## src/rtl/imem_arbiter_pkg.sv

```systemverilog
`default_nettype none
// ============================================================================
// Package  : imem_arbiter_pkg
// Brief    : Shared widths, FSM state and owner encodings for imem_arbiter.
// Revision : 1.0 - initial release
// ============================================================================
package imem_arbiter_pkg;

    localparam int c_WORD = 32;
    localparam int c_ADDR = 32;

    localparam logic [1:0] c_ST_IDLE  = 2'd0;
    localparam logic [1:0] c_ST_ISSUE = 2'd1;
    localparam logic [1:0] c_ST_WAIT  = 2'd2;
    localparam logic [1:0] c_ST_RESP  = 2'd3;

    localparam logic c_OWN_IF = 1'b0;
    localparam logic c_OWN_D  = 1'b1;

    // RESP doubles as an idle cycle so a new grant can overlap the response.
    function automatic logic is_grant_state(input logic [1:0] st);
        return (st == c_ST_IDLE) || (st == c_ST_RESP);
    endfunction

endpackage

`default_nettype wire

```

## src/rtl/imem_arbiter_arb_prio.sv

```systemverilog
`default_nettype none
// ============================================================================
// Module   : imem_arbiter_arb_prio
// Brief    : Data-priority grant with a saturating starvation counter that
//            forces a fetch grant after STARVE consecutive data grants.
// Revision : 1.0 - initial release
// ============================================================================
module imem_arbiter_arb_prio #(
    parameter int STARVE = 4
) (
    input  logic clk,
    input  logic rst,
    input  logic i_grant_en,
    input  logic i_req_if,
    input  logic i_req_d,
    output logic o_gnt_if,
    output logic o_gnt_d
);

    localparam int              c_SW         = $clog2(STARVE + 1);
    localparam logic [c_SW-1:0] c_STARVE_MAX = c_SW'(STARVE);
    localparam logic [c_SW-1:0] c_ONE        = c_SW'(1);

    logic [c_SW-1:0] r_starve_cnt;
    logic            w_starved;

    assign w_starved = (r_starve_cnt == c_STARVE_MAX);

    always_comb begin
        o_gnt_if = 1'b0;
        o_gnt_d  = 1'b0;
        if (i_grant_en) begin
            if (i_req_d && !(i_req_if && w_starved)) begin
                o_gnt_d = 1'b1;
            end else if (i_req_if) begin
                o_gnt_if = 1'b1;
            end
        end
    end

    always_ff @(posedge clk or negedge rst) begin
        if (!rst) begin
            r_starve_cnt <= '0;
        end else if (o_gnt_if) begin
            r_starve_cnt <= '0;
        end else if (o_gnt_d && i_req_if && !w_starved) begin
            r_starve_cnt <= r_starve_cnt + c_ONE;
        end
    end

endmodule

`default_nettype wire

```

## src/rtl/imem_arbiter.sv

```systemverilog
`default_nettype none
// ============================================================================
// Module   : imem_arbiter
// Brief    : Shares one fixed-latency memory between instruction fetch and
//            load/store, with data priority, starvation guard and fetch flush.
// Revision : 1.0 - initial release
// ============================================================================
module imem_arbiter
    import imem_arbiter_pkg::*;
#(
    parameter int WORD   = c_WORD,
    parameter int ADDR   = c_ADDR,
    parameter int LAT    = 1,
    parameter int STARVE = 4
) (
    input  logic            clk,
    input  logic            rst,
    input  logic            if_req,
    input  logic [ADDR-1:0] if_addr,
    input  logic            if_flush,
    output logic            if_v,
    output logic [WORD-1:0] if_inst,
    output logic            if_done,
    input  logic            d_req,
    input  logic            d_we,
    input  logic [ADDR-1:0] d_addr,
    input  logic [WORD-1:0] d_wdata,
    output logic            d_v,
    output logic [WORD-1:0] d_rdata,
    output logic            mem_en,
    output logic            mem_we,
    output logic [ADDR-1:0] mem_addr,
    output logic [WORD-1:0] mem_wdata,
    input  logic [WORD-1:0] mem_rdata
);

    localparam int              c_CW       = $clog2(LAT + 1);
    localparam logic [c_CW-1:0] c_LAT_LOAD = c_CW'(LAT);
    localparam logic [c_CW-1:0] c_ONE      = c_CW'(1);

    logic [1:0]      r_state;
    logic [1:0]      w_state_nxt;
    logic            r_owner;
    logic            r_drop;
    logic [c_CW-1:0] r_wait_cnt;
    logic [ADDR-1:0] r_addr;
    logic            r_we;
    logic [WORD-1:0] r_wdata;
    logic [WORD-1:0] r_if_inst;
    logic [WORD-1:0] r_d_rdata;

    logic w_grant_en;
    logic w_gnt_if;
    logic w_gnt_d;
    logic w_gnt;
    logic w_capture;
    logic w_fetch_busy;

    assign w_grant_en   = is_grant_state(r_state);
    assign w_gnt        = w_gnt_if | w_gnt_d;
    assign w_capture    = (r_state == c_ST_WAIT) && (r_wait_cnt == c_ONE);
    assign w_fetch_busy = (r_owner == c_OWN_IF) && (r_state != c_ST_IDLE);

    imem_arbiter_arb_prio #(
        .STARVE (STARVE)
    ) u_arb_prio (
        .clk        (clk),
        .rst        (rst),
        .i_grant_en (w_grant_en),
        .i_req_if   (if_req),
        .i_req_d    (d_req),
        .o_gnt_if   (w_gnt_if),
        .o_gnt_d    (w_gnt_d)
    );

    always_ff @(posedge clk or negedge rst) begin
        if (!rst) begin
            r_state <= c_ST_IDLE;
        end else begin
            r_state <= w_state_nxt;
        end
    end

    always_comb begin
        w_state_nxt = r_state;
        mem_en      = 1'b0;
        mem_we      = 1'b0;
        if_v        = 1'b0;
        if_done     = 1'b0;
        d_v         = 1'b0;
        case (r_state)
            c_ST_IDLE: begin
                if (w_gnt) begin
                    w_state_nxt = c_ST_ISSUE;
                end
            end
            c_ST_ISSUE: begin
                mem_en      = 1'b1;
                mem_we      = r_we;
                w_state_nxt = c_ST_WAIT;
            end
            c_ST_WAIT: begin
                if (r_wait_cnt == c_ONE) begin
                    w_state_nxt = c_ST_RESP;
                end
            end
            c_ST_RESP: begin
                // A flush arriving in this very cycle still kills the pulse.
                if (r_owner == c_OWN_IF) begin
                    if_done = 1'b1;
                    if_v    = !r_drop && !if_flush;
                end else begin
                    d_v = 1'b1;
                end
                w_state_nxt = w_gnt ? c_ST_ISSUE : c_ST_IDLE;
            end
            default: begin
                w_state_nxt = c_ST_IDLE;
            end
        endcase
    end

    always_ff @(posedge clk or negedge rst) begin
        if (!rst) begin
            r_owner    <= c_OWN_IF;
            r_drop     <= 1'b0;
            r_wait_cnt <= '0;
            r_addr     <= '0;
            r_we       <= 1'b0;
            r_wdata    <= '0;
            r_if_inst  <= '0;
            r_d_rdata  <= '0;
        end else begin
            // A fresh grant owns the drop flag; a flush only marks the old fetch.
            if (w_gnt) begin
                r_owner <= w_gnt_d ? c_OWN_D : c_OWN_IF;
                r_addr  <= w_gnt_d ? d_addr : if_addr;
                r_we    <= w_gnt_d & d_we;
                r_wdata <= w_gnt_d ? d_wdata : '0;
                r_drop  <= 1'b0;
            end else if (w_fetch_busy && if_flush) begin
                r_drop <= 1'b1;
            end

            if (r_state == c_ST_ISSUE) begin
                r_wait_cnt <= c_LAT_LOAD;
            end else if (r_state == c_ST_WAIT) begin
                r_wait_cnt <= r_wait_cnt - c_ONE;
            end

            if (w_capture) begin
                if (r_owner == c_OWN_D) begin
                    r_d_rdata <= mem_rdata;
                end else if (!r_drop && !if_flush) begin
                    r_if_inst <= mem_rdata;
                end
            end
        end
    end

    assign if_inst   = r_if_inst;
    assign d_rdata   = r_d_rdata;
    assign mem_addr  = r_addr;
    assign mem_wdata = r_wdata;

endmodule

`default_nettype wire

```

## config.mk

```make
export PLATFORM = sky130hd
export DESIGN_NAME = imem_arbiter
export DESIGN_NICKNAME = d
export VERILOG_FILES = /design/src/rtl/imem_arbiter_pkg.sv /design/src/rtl/imem_arbiter_arb_prio.sv /design/src/rtl/imem_arbiter.sv
export SDC_FILE = /design/constraint.sdc
export NUM_CORES = 1
export LEC_CHECK = 0
export BUFFER_PORTS_ARGS = -buffer_cell sky130_fd_sc_hd__clkbuf_2
export CAP_MARGIN = 10
export CORE_ASPECT_RATIO = 1.25
export CORE_UTILIZATION = 46
export DETAILED_ROUTE_END_ITERATION = 8
export GPL_TIMING_DRIVEN = 0
export PLACE_DENSITY = 0.8
export SLEW_MARGIN = 20
export SYNTH_ARGS = -nofsm -noshare
export SYNTH_HDL_FRONTEND = slang
export SYNTH_SLANG_ARGS = --single-unit
```

## constraint.sdc

```tcl
create_clock -name clk -period 2.1 [get_ports clk]
set_input_delay 0.105 -clock clk [delete_from_list [all_inputs] [get_ports clk]]
set_output_delay 0.105 -clock clk [all_outputs]
set_load 0.05 [all_outputs]
```

==> flow_summary_export.csv <==
group,metric,value,unit
synthesis,synth_warnings,0,
place,place.detailed.hpwl,10.1,mm
synthesis,synth_enable_flop_cells,0,
final_layout,finish.utilization,0.773,
synthesis,synth.cell_area,5450,um^2
final_layout,design.final.nets,930,
die,starting_density,0.471,
final_layout,area_delta_synth_final,64.0,%
die,die_area,12300,um^2
cts,clock_latency,410,ps
synthesis,yosysUniqueCellTypes,34,
synthesis,predominant_post_synthesis_flop_cell,"sky130_fd_sc_hd__dfrtp_1",
global_routing,grt_usage,0.281,
place,last_weighted_congestion_value_of_the_routability_driven_placer,0.762,
drt,dr.pass1.iters,4,
synthesis,synthDominantAreaCellType,"sky130_fd_sc_hd__dfrtp_1",
synthesis,synth_commonest_cells,"137 x sky130_fd_sc_hd__dfrtp_1, 45 x sky130_fd_sc_hd__mux2_2, 33 x sky130_fd_sc_hd__a22o_1, 32 x sky130_fd_sc_hd__a221o_1, 30 x sky130_fd_sc_hd__and2_1",
drt,routed_vias,4952,
cts,clk_transition_reported_paths,60,ps
global_routing,grt_pass1_wl,26.3,mm
pwr,standby_leakage_power,4.51,nW
global_routing,antenna_found_initial,0,
critical_path,worst-r2r-cell-count,7,
die,core_area,11600,um^2
final_layout,instances_no_fill,942,
sta,worst-slew-pin-transition,575,ps
critical_path,worstPathMaxFanout,10,
synthesis,yosys_register_bits,137,
synthesis,synth_top_family_by_area,"multiplexers",
synthesis,post-synth-top-area-fraction,0.629,
cts,clock_tree.root_cell,"sky130_fd_sc_hd__clkbuf_16",
synthesis,synth-compound-area-share,0.129,
pwr,power_density,1890,nW/um^2
final_layout,drive_gt1_frac,0.467,
sta,unrepaired_setup_endpoints_after_global_routing,"false",
synthesis,async_reset_ff_frac,1.00,
sta,final.setup.tns,0,ps
sta,timing.final.setup_violations,0,
synthesis,synth_adder_area_share,0.0138,
global_routing,vias_in_the_first_global_route,5336,
cts,ctsHtreeMaxLevel,4,
synthesis,synth_xor_xnor_area_share,0,
sta,period_minus_slack,1990,ps
cts,clk_path_buf_depth,2,
synthesis,post-synth-top-count-cell,"sky130_fd_sc_hd__dfrtp_1",
die,count_of_boundary_i_o_pins,267,
place,placed_cells,778,
synthesis,postSynthCellCount,373,
sta,worst_slew_margin_rel,0.617,
critical_path,critPathKind,"reg -> reg",
synthesis,synth_nets,513,
job,maxCapViolations,0,
critical_path,critical_path_arrival,2270,ps
hold_path,worst_hold_path_type,"in -> reg",
synthesis,simple_logic_cell_fraction_of_the_synthesized_area,0.0655,
sta,min_period_over_period,0.946,
hold_path,min_path_cells,3,
place,port-buffer-count,266,
sta,timing.fmax,503,MHz
die,die_h,124,um
synthesis,post_synth.cell_area_avg,14.6,um^2
cts,cts_inserted_buffers,17,
drt,drt.antenna.violating_nets,0,
cts,cts_tree,"built",
critical_path,setup.worst_path.start_class,"flop",
synthesis,synth_sequential_area_ratio,0.629,
die,fp.dieW,99.3,um
drt,routed_wirelength,17.2,mm
global_routing,grt_overflow_total,0,
critical_path,critical_path.endpoint_type,"flop",
drt,viasPerCell,5.26,
global_routing,grt_max_degree,72,
outcome,status,"finished, final reports clean",
pwr,total_power,0.0168,W
drt,1st_iter_drt_viols,187,
sta,final-hold-violation-count,0,
sta,slew_viol_final,0,
drt,drt-wirelength-per-cell,18.2,um
drt,route.detailed.drc,0,
synthesis,ys_top_cells_by_area,"sky130_fd_sc_hd__dfrtp_1 63%, sky130_fd_sc_hd__mux2_2 9.3%, sky130_fd_sc_hd__a221o_1 5.9%",
sta,clock-skew-final,9.54,ps
sta,timing.hold.ws,37.4,ps
critical_path,worst_ep_required_time,2380,ps
pwr,power.ir.vdd_worst,1130,uV
cts,cts.sink_count,137,
synthesis,synth.mux.area_fraction,0.132,
die,std_cell_rows,44,
sequential cells by signal, summed over array words and instances (netlist names):
register,flops
r_we,1
d_rdata,32
mem_wdata,32
r_owner,1
r_drop,1
r_wait_cnt,1
if_inst,32
r_state,2
mem_addr,32
u_arb_prio.r_starve_cnt,3
stage by stage:
stage	worst slack, ps	cell area, um^2
after floorplan	48.8	5460
after global placement	-1080	6960
after detailed placement	3.64	7000
after CTS	2.38	8890
after global routing	11.1	8930
final	113	8930
per-layer routing:
metal | GRT usage | vias to the layer above | share of wire
li1 | - | 2220 | -
met1 | 0.314 | 2422 | 0.38
met2 | 0.487 | 269 | 0.52
met3 | 0.0859 | 41 | 0.072
met4 | 0.141 | 0 | 0.028
met5 | 0 | - | 0
power by group:
part / internal, W / switching, W
registers: 0.00392 / 0.000782
logic: 0.00273 / 0.00646
clock network: 0.00182 / 0.00113
cells in the final DEF (no fill, tap or decap), types with 2 or more instances in the layout:
master / count
sky130_fd_sc_hd__a21oi_1: 2
sky130_fd_sc_hd__a221o_1: 32
sky130_fd_sc_hd__a22o_1: 33
sky130_fd_sc_hd__and2_0: 4
sky130_fd_sc_hd__and2_1: 30
sky130_fd_sc_hd__buf_2: 14
sky130_fd_sc_hd__buf_4: 2
sky130_fd_sc_hd__buf_6: 5
sky130_fd_sc_hd__bufinv_16: 2
sky130_fd_sc_hd__clkbuf_1: 2
sky130_fd_sc_hd__clkbuf_16: 17
sky130_fd_sc_hd__clkbuf_2: 266
sky130_fd_sc_hd__clkbuf_8: 3
sky130_fd_sc_hd__clkinv_2: 4
sky130_fd_sc_hd__clkinv_4: 2
sky130_fd_sc_hd__dfrtp_1: 136
sky130_fd_sc_hd__dlygate4sd3_1: 130
sky130_fd_sc_hd__ha_1: 5
sky130_fd_sc_hd__inv_1: 4
sky130_fd_sc_hd__inv_6: 4
sky130_fd_sc_hd__mux2_1: 19
sky130_fd_sc_hd__mux2_2: 45
sky130_fd_sc_hd__nand2_1: 6
sky130_fd_sc_hd__nand2b_1: 2
sky130_fd_sc_hd__nand3_1: 2
sky130_fd_sc_hd__nor2_1: 6
sky130_fd_sc_hd__nor2b_1: 2
sky130_fd_sc_hd__o21ai_0: 4
cell type report:
class	instances	area (um^2)
multi-input cells	207	1890
plain buffers	24	154
repair buffers	398	2680
inverters	5	18.8
clock inverters	13	140
diodes	1	2.50
fillers	684	2630
well taps	138	173
flip-flops and latches	137	3430
clock buffers	19	453
critical path, cell delays in order, from the launching register on:
cell and delay [ps]:
sky130_fd_sc_hd__dfrtp_1 380, sky130_fd_sc_hd__inv_1 100, sky130_fd_sc_hd__ha_2 420, sky130_fd_sc_hd__nand2b_1 120, sky130_fd_sc_hd__buf_2 190, sky130_fd_sc_hd__nor2_4 90, sky130_fd_sc_hd__buf_2 220, sky130_fd_sc_hd__a221o_1 340
logic make-up (layout without fill, tap and decap cells):
| kind of cell | after synthesis | after routing |
|---|---|---|
| DFF | 137 | 137 |
| AOI/OAI and AO/OA | 78 | 78 |
| muxes | 64 | 64 |
| and+or+nand+nor | 59 | 59 |
| buffers and inverters | 29 | 459 |
| adders and majority gates | 6 | 6 |
| other | 0 | 1 |
final timing paths:
kind	slack [ps]	endpoint	startpoint
worst max-delay path	110	mem_addr[30]	r_state[1]
worst min-delay path	40	u_arb_prio.r_starve_cnt[2]	d_req
worst max register to register	110	mem_addr[30]	r_state[1]
worst min register to register	490	if_inst[27]	if_inst[27]
max in group asynchronous	1100	if_inst[22]	rst
min in group asynchronous	260	d_rdata[17]	rst
repair_timing:
item / in CTS / in global routing
hold endpoints to repair: 199 / 0
gates resized for setup: 0 / 10
hold buffers: 130 / 0
endpoints found under the setup margin: 0 / 61
setup buffers: 0 / 1
(Power assumes the default switching activity.)
